### config.mk
export PLATFORM = sky130hd
export DESIGN_NAME = layer_seq
export DESIGN_NICKNAME = d
export VERILOG_FILES = /design/src/rtl/layer_pkg.sv /design/src/rtl/pix_addr_cnt.sv /design/src/rtl/layer_seq.sv
export SDC_FILE = /design/constraint.sdc
export NUM_CORES = 1
export LEC_CHECK = 0
export CELL_PAD_IN_SITES_DETAIL_PLACEMENT = 0
export CELL_PAD_IN_SITES_GLOBAL_PLACEMENT = 1
export CORE_ASPECT_RATIO = 0.9
export CORE_MARGIN = 2
export CORE_UTILIZATION = 39
export DETAILED_ROUTE_END_ITERATION = 10
export PLACE_DENSITY = 0.83
export SYNTH_ARGS = -nofsm -noshare
export SYNTH_HDL_FRONTEND = slang
export SYNTH_SLANG_ARGS = --single-unit
### constraint.sdc
create_clock -name clk_in -period 2.4 [get_ports clk_in]
set_input_delay 0.48 -clock clk_in [delete_from_list [all_inputs] [get_ports clk_in]]
set_output_delay 0.48 -clock clk_in [all_outputs]
set_load 0.1 [all_outputs]
### src/rtl/layer_pkg.sv
// ----------------------------------------------------------------------------
// layer_pkg
//   Shared definitions for the SPI-to-layer pixel sequencer:
//     - SPI command bytes
//     - RAM byte-lane masks for the G/R/B colour bytes
//     - sequencer state encoding
//     - pixel geometry and counter-width helper
//   No ports (package).
// ----------------------------------------------------------------------------
package layer_pkg;

    // Command bytes, taken from the first byte after chip select falls.
    localparam logic [7:0] CMD_WR_FRAME = 8'hCC;
    localparam logic [7:0] CMD_REFRESH  = 8'hDD;

    // Byte-lane masks. Lane 0 of each 32-bit pixel word is never written.
    localparam logic [3:0] LANE_G = 4'b1000;
    localparam logic [3:0] LANE_R = 4'b0100;
    localparam logic [3:0] LANE_B = 4'b0010;

    // Colour counter values, in wire order G, R, B.
    localparam logic [1:0] COL_G = 2'd0;
    localparam logic [1:0] COL_R = 2'd1;
    localparam logic [1:0] COL_B = 2'd2;

    localparam int PIXELS_PER_LAYER = 64;
    localparam logic [5:0] IDX_MAX  = 6'(PIXELS_PER_LAYER - 1);

    typedef enum logic [1:0] {
        IDLE    = 2'd0,
        CMD     = 2'd1,
        DATA    = 2'd2,
        DISCARD = 2'd3
    } seq_state_e;

    // Layer counter width; a single layer still gets a 1-bit counter.
    function automatic int layer_cnt_w(input int layers);
        return (layers > 1) ? $clog2(layers) : 1;
    endfunction

    // Lane mask for the colour byte currently being written.
    function automatic logic [3:0] lane_mask(input logic [1:0] col);
        case (col)
            COL_G:   return LANE_G;
            COL_R:   return LANE_R;
            default: return LANE_B;
        endcase
    endfunction

endpackage

### src/rtl/pix_addr_cnt.sv
// ----------------------------------------------------------------------------
// pix_addr_cnt
//   Cascaded colour / pixel-index / layer counter that addresses the pixel
//   byte being written. The colour counter runs G,R,B; the index advances
//   after each B; the layer advances when the index wraps 63 -> 0.
//
//   Ports:
//     clk_i, rst_n_i  clock, asynchronous active-low reset
//     clr_i           synchronous clear of all three counters (wins over inc_i)
//     inc_i           advance by one colour byte
//     col_o           colour counter (0=G, 1=R, 2=B)
//     idx_o           pixel index 0..63 within the layer
//     layer_o         layer number 0..LAYERS-1
//     last_o          counters point at the final byte of the frame
// ----------------------------------------------------------------------------
module pix_addr_cnt
    import layer_pkg::*;
#(
    parameter int LAYERS = 8,
    localparam int LW    = layer_cnt_w(LAYERS)
) (
    input  logic          clk_i,
    input  logic          rst_n_i,
    input  logic          clr_i,
    input  logic          inc_i,
    output logic [1:0]    col_o,
    output logic [5:0]    idx_o,
    output logic [LW-1:0] layer_o,
    output logic          last_o
);

    localparam logic [LW-1:0] LAST_LAYER = LW'(LAYERS - 1);

    logic [1:0]    col_q,   col_d;
    logic [5:0]    idx_q,   idx_d;
    logic [LW-1:0] layer_q, layer_d;

    always_comb begin
        col_d   = col_q;
        idx_d   = idx_q;
        layer_d = layer_q;
        if (clr_i) begin
            col_d   = COL_G;
            idx_d   = '0;
            layer_d = '0;
        end else if (inc_i) begin
            if (col_q == COL_B) begin
                col_d = COL_G;
                idx_d = idx_q + 6'd1;
                if (idx_q == IDX_MAX) begin
                    // Explicit wrap keeps the layer inside 0..LAYERS-1 even
                    // when LAYERS does not fill the counter's binary range.
                    layer_d = (layer_q == LAST_LAYER) ? '0 : layer_q + LW'(1);
                end
            end else begin
                col_d = col_q + 2'd1;
            end
        end
    end

    always_ff @(posedge clk_i or negedge rst_n_i) begin
        if (!rst_n_i) begin
            col_q   <= COL_G;
            idx_q   <= '0;
            layer_q <= '0;
        end else begin
            col_q   <= col_d;
            idx_q   <= idx_d;
            layer_q <= layer_d;
        end
    end

    assign col_o   = col_q;
    assign idx_o   = idx_q;
    assign layer_o = layer_q;
    assign last_o  = (col_q == COL_B) && (idx_q == IDX_MAX) && (layer_q == LAST_LAYER);

endmodule

### src/rtl/layer_seq.sv
// ----------------------------------------------------------------------------
// layer_seq
//   Parses the SPI byte stream into commands and routes pixel bytes to the
//   per-layer RAMs (layer, pixel index, byte lane). After a complete frame or
//   a refresh command it emits one shared refresh strobe so all layers start
//   shifting out together.
//
//   Byte interface: spi_byte_rdy_in is a one-cycle strobe qualifying
//   spi_byte_data_in; there is no backpressure, every strobe is consumed in
//   the cycle it is seen, and strobes are at least two cycles apart.
//
//   Ports:
//     clk_in, rst_n_in   clock, asynchronous active-low reset
//     spi_cs_n_in        synchronised chip select, low = transaction active
//     spi_byte_rdy_in    received-byte strobe
//     spi_byte_data_in   received byte
//     layer_en_out       one-hot layer write enable, one cycle per pixel byte
//     data_idx_out       pixel index 0..63 within the current layer
//     byte_sel_out       RAM byte-lane mask of the current byte
//     spi_data_out       pixel byte, valid while layer_en_out is non-zero
//     data_rdy_out       one-cycle refresh strobe to all layers
//     busy_out           high while receiving frame data
// ----------------------------------------------------------------------------
module layer_seq
    import layer_pkg::*;
#(
    parameter int LAYERS = 8
) (
    input  logic              clk_in,
    input  logic              rst_n_in,
    input  logic              spi_cs_n_in,
    input  logic              spi_byte_rdy_in,
    input  logic [7:0]        spi_byte_data_in,
    output logic [LAYERS-1:0] layer_en_out,
    output logic [5:0]        data_idx_out,
    output logic [3:0]        byte_sel_out,
    output logic [7:0]        spi_data_out,
    output logic              data_rdy_out,
    output logic              busy_out
);

    localparam int LW = layer_cnt_w(LAYERS);

    seq_state_e        state_q, state_d;
    logic [LAYERS-1:0] layer_en_q;
    logic [3:0]        byte_sel_q;
    logic [7:0]        spi_data_q;
    logic              data_rdy_q;
    logic              busy_q;
    logic              refresh_pend_q;

    logic              cnt_clr;
    logic              cnt_inc;
    logic [1:0]        cnt_col;
    logic [5:0]        cnt_idx;
    logic [LW-1:0]     cnt_layer;
    logic              cnt_last;

    logic              wr_d;
    logic              refresh_now_d;
    logic              refresh_pend_d;

    // The counter advances in the write cycle itself, so the address outputs
    // describe the byte being written and move on only one cycle later.
    assign cnt_inc = |layer_en_q;

    pix_addr_cnt #(
        .LAYERS (LAYERS)
    ) u_addr (
        .clk_i   (clk_in),
        .rst_n_i (rst_n_in),
        .clr_i   (cnt_clr),
        .inc_i   (cnt_inc),
        .col_o   (cnt_col),
        .idx_o   (cnt_idx),
        .layer_o (cnt_layer),
        .last_o  (cnt_last)
    );

    // Next-state and action decode.
    always_comb begin
        state_d        = state_q;
        cnt_clr        = 1'b0;
        wr_d           = 1'b0;
        refresh_now_d  = 1'b0;
        refresh_pend_d = 1'b0;
        case (state_q)
            IDLE: begin
                if (!spi_cs_n_in) begin
                    state_d = CMD;
                    cnt_clr = 1'b1;
                end
            end
            CMD: begin
                if (spi_byte_rdy_in) begin
                    if (spi_byte_data_in == CMD_WR_FRAME) begin
                        state_d = DATA;
                    end else begin
                        state_d       = DISCARD;
                        refresh_now_d = (spi_byte_data_in == CMD_REFRESH);
                    end
                end
            end
            DATA: begin
                if (spi_byte_rdy_in) begin
                    wr_d = 1'b1;
                    if (cnt_last) begin
                        // Refresh is held back one cycle so the final write
                        // lands before the layers start reading out.
                        refresh_pend_d = 1'b1;
                        state_d        = DISCARD;
                    end
                end
            end
            DISCARD: begin
                state_d = DISCARD;
            end
            default: begin
                state_d = IDLE;
            end
        endcase
        // Chip select high ends the transaction from any state; a byte seen
        // in the same cycle has already been acted on above.
        if (spi_cs_n_in) begin
            state_d = IDLE;
        end
    end

    always_ff @(posedge clk_in or negedge rst_n_in) begin
        if (!rst_n_in) begin
            state_q        <= IDLE;
            layer_en_q     <= '0;
            byte_sel_q     <= LANE_G;
            spi_data_q     <= '0;
            data_rdy_q     <= 1'b0;
            busy_q         <= 1'b0;
            refresh_pend_q <= 1'b0;
        end else begin
            state_q        <= state_d;
            busy_q         <= (state_d == DATA);
            layer_en_q     <= wr_d ? (LAYERS'(1) << cnt_layer) : '0;
            refresh_pend_q <= refresh_pend_d;
            data_rdy_q     <= refresh_now_d | refresh_pend_q;
            if (wr_d) begin
                spi_data_q <= spi_byte_data_in;
                byte_sel_q <= lane_mask(cnt_col);
            end else if (cnt_clr) begin
                byte_sel_q <= LANE_G;
            end
        end
    end

    assign layer_en_out = layer_en_q;
    assign data_idx_out = cnt_idx;
    assign byte_sel_out = byte_sel_q;
    assign spi_data_out = spi_data_q;
    assign data_rdy_out = data_rdy_q;
    assign busy_out     = busy_q;

endmodule
==> run metrics <==
largest net degree at the start of global routing 36; Hold Crit Class reg2reg; Sink Count 35; number of fill cells 356; Logic pwr share 0.301; post-synthesis xor/xnor area fraction 0.0225; CTS tree done; clock latency on the worst-skew pair 0.28 ns; Vias/cell 5.07; Area growth syn-to-layout 29.6%; DP HPWL ~2500 um; initial DRC count 64; Remaining DRCs 0; RSZ-0062 raised after global routing false; switch share 0.384; H-Tree Depth 2; Worst EP arrival 2.10 ns; max_slew headroom 0.572; post-synthesis instance area ~0.0016 mm^2; # diodes 0; most frequent cells in the layout dfrtp_1 (34), nand2_1 (31), buf_4 (31); final hold vios 0; Clock transition at path regs about 0.07 ns; Reg power frac 0.438; Post-synth EDFFs 0; hold_buf cts 0; Root Driver clkbuf_8; layout cells sized above 1 0.205; Starting Density 0.412; Max VDD drop roughly 340 uV; worst-margin pin slew roughly 0.64 ns; Core Rows 21; DIE AREA between 0.004 and 0.005 mm^2; outcome completed; Final Slew Violations 0; Max Freq 532 MHz; Synth area leaders dfrtp_1 (55%), nand2_1 (7.5%), ha_1 (5.6%); register area share after synthesis 0.562; RR Startpoint u_addr.idx_o[0]$_DFFE_PN0P_; Max-Cap Viols 0; r2r worst-path depth 5; Final ANT Viol Nets 0; leakage 1.01 nW; CP endpoint kind flip-flop; routed wl met2 around 1500 um; met3 WL 189 um; adder-cell share of the synthesized area 0.0561; Met1 Routed Length 1520 um; first-pass iteration count of the detailed router 4; commonest non-fill, non-tap cell in the layout dfrtp_1; largest family of logic cells by synthesized area simple AND/OR/NAND/NOR gates; total global-route track usage 0.157; Yosys top cell area share 0.545; nets roughly 210; startpoint types input port; CTS Buf Count 5; Post-Layout Cell Count 241; Critical Path Start spi_byte_data_in[6]; Async SR Flop Fraction 1.00; port buffer count 38; Switch Pwr 0.580 mW; FF+latch count, synth 35; Final Skew 0.00664 ns; core region area 0.00378 mm^2; critical path type in2reg; WP data required between 2 and 3 ns; minimum clock period ~1.9 ns; setup TNS 0 ns; CP max FO 2; setup violators final 0; termination of the worst setup path busy_out$_DFF_PN0_; most common flop cell mapped by yosys dfrtp_1; grt ovf 0; post-synthesis area per instance around 10 um^2; Synth Area in Compound Gates 0.0802; Clock Power Share 0.261; Final GP Congestion about 0.77; first-pass GRT wire length 5550 um; vias in the first global route 1251; Setup Buffers After CTS 0; via count 1223; routed len/inst ~14 um; Tcrit/Tclk final 0.783; Die Width between 70 and 80 um; pwr dens 748 mW/mm^2; Post-Synthesis Cells 149; count of cell types in the netlist 30; R2R setup slack 0.64 ns; WL final 3280 um; multiplexer area fraction after synthesis 0.00642; post-CTS sizing 0; reg2reg end u_addr.layer_o[1]$_DFFE_PN0P_; IO Pins 40; Pint between 0.9 and 1 mW; leading area contributor after synthesis dfrtp_1; top sig layer met4; simple-gate share of the synthesized area 0.243; dpl cells 233; total chip power 1.51 mW; die height approximately 64 um; initial antenna violation count 0; Ys Warns 0; Synthesized Nets roughly 170; maximum clock path buffer count 2
[power by group through the flow]
stage | combinational, mW | sequential [mW] | clock [mW]
after floorplan | 0.0645 | 0.947 | 0
after global placement | 0.457 | 0.669 | 0
after detailed placement | 0.458 | 0.673 | 0
after CTS | 0.458 | 0.662 | 0.409
after global routing | 0.474 | 0.666 | 0.440
final | 0.455 | 0.662 | 0.395
[cell type report]
cell class,count,area [um^2],area share
Clock inverter,1,5.00,0.00248
Tap cell,46,57.6,0.0285
Timing Repair Buffer,42,343,0.170
Multi-Input combinational cell,104,641,0.317
Inverter,6,22.5,0.0111
Sequential cell,35,877,0.434
Clock buffer,7,76.3,0.0377
[worst max-delay path: stages]
cell             delay [ns]
clkdlybuf4s50_1        0.48
nand4_1                0.09
or4b_1                 0.50
o41ai_1                0.38
and2_1                 0.18
[state kept, by name, summed over array words and instances (netlist names)]
| register | count |
|---|---|
| busy_out | 1 |
| layer_en_out | 8 |
| data_rdy_out | 1 |
| refresh_pend_q | 1 |
| spi_data_out | 8 |
| u_addr.layer_o | 3 |
| u_addr.idx_o | 6 |
| byte_sel_out | 3 |
| state_q | 2 |
| u_addr.col_o | 2 |
[cells in the mapped netlist, types with 2 or more instances]
master and count:
clkbuf_1 2, o31ai_1 3, and3_1 8, a22o_1 2, nand3_1 4, ha_1 7
a21oi_1 6, and2_1 2, nand2b_1 3, nor2_1 12, nor4_4 2, nor2b_1 2
inv_1 6, nand2_1 31, nor3_1 3, nand4_1 2, xnor2_1 4, a211oi_1 5
dfrtp_1 34
[cell families after synthesis]
| kind of cell | count (synthesis) |
|---|---|
| compound gates | 18 |
| other cells | 1 |
| xor+xnor | 4 |
| flops | 35 |
| buf+inv | 10 |
| simple gates | 73 |
| fa+ha+maj | 7 |
| mux | 1 |
[per-layer routing]
metal | up-vias | GRT usage
met3 | 2 | 0.0457
met4 | 0 | 0.0519
met1 | 589 | 0.193
met2 | 33 | 0.267
li1 | 599 | -
met5 | - | 0
[through the flow]
step	instance area [um^2]	util	setup WS [ns]	hold slack [ns]
detailed placement	1940	0.513	0.243	0.438
finish	2020	0.534	0.521	0.452
global placement	1940	0.513	0.255	0.442
global route	2020	0.534	0.389	0.485
floorplan	1560	-	0.160	0.184
CTS	2020	0.534	0.530	0.454
[worst min path at each step]
stage / to / from / cells after the start
6_report: data_rdy_out$_DFF_PN0_ / refresh_pend_q$_DFF_PN0_ / 2
2_1_floorplan: busy_out$_DFF_PN0_ / rst_n_in / 0
3_5_place_dp: data_rdy_out$_DFF_PN0_ / refresh_pend_q$_DFF_PN0_ / 2
5_1_grt: data_rdy_out$_DFF_PN0_ / refresh_pend_q$_DFF_PN0_ / 2
3_3_place_gp: data_rdy_out$_DFF_PN0_ / refresh_pend_q$_DFF_PN0_ / 2
4_1_cts: data_rdy_out$_DFF_PN0_ / refresh_pend_q$_DFF_PN0_ / 2
Note: power is estimated with default switching activity, not from simulation.
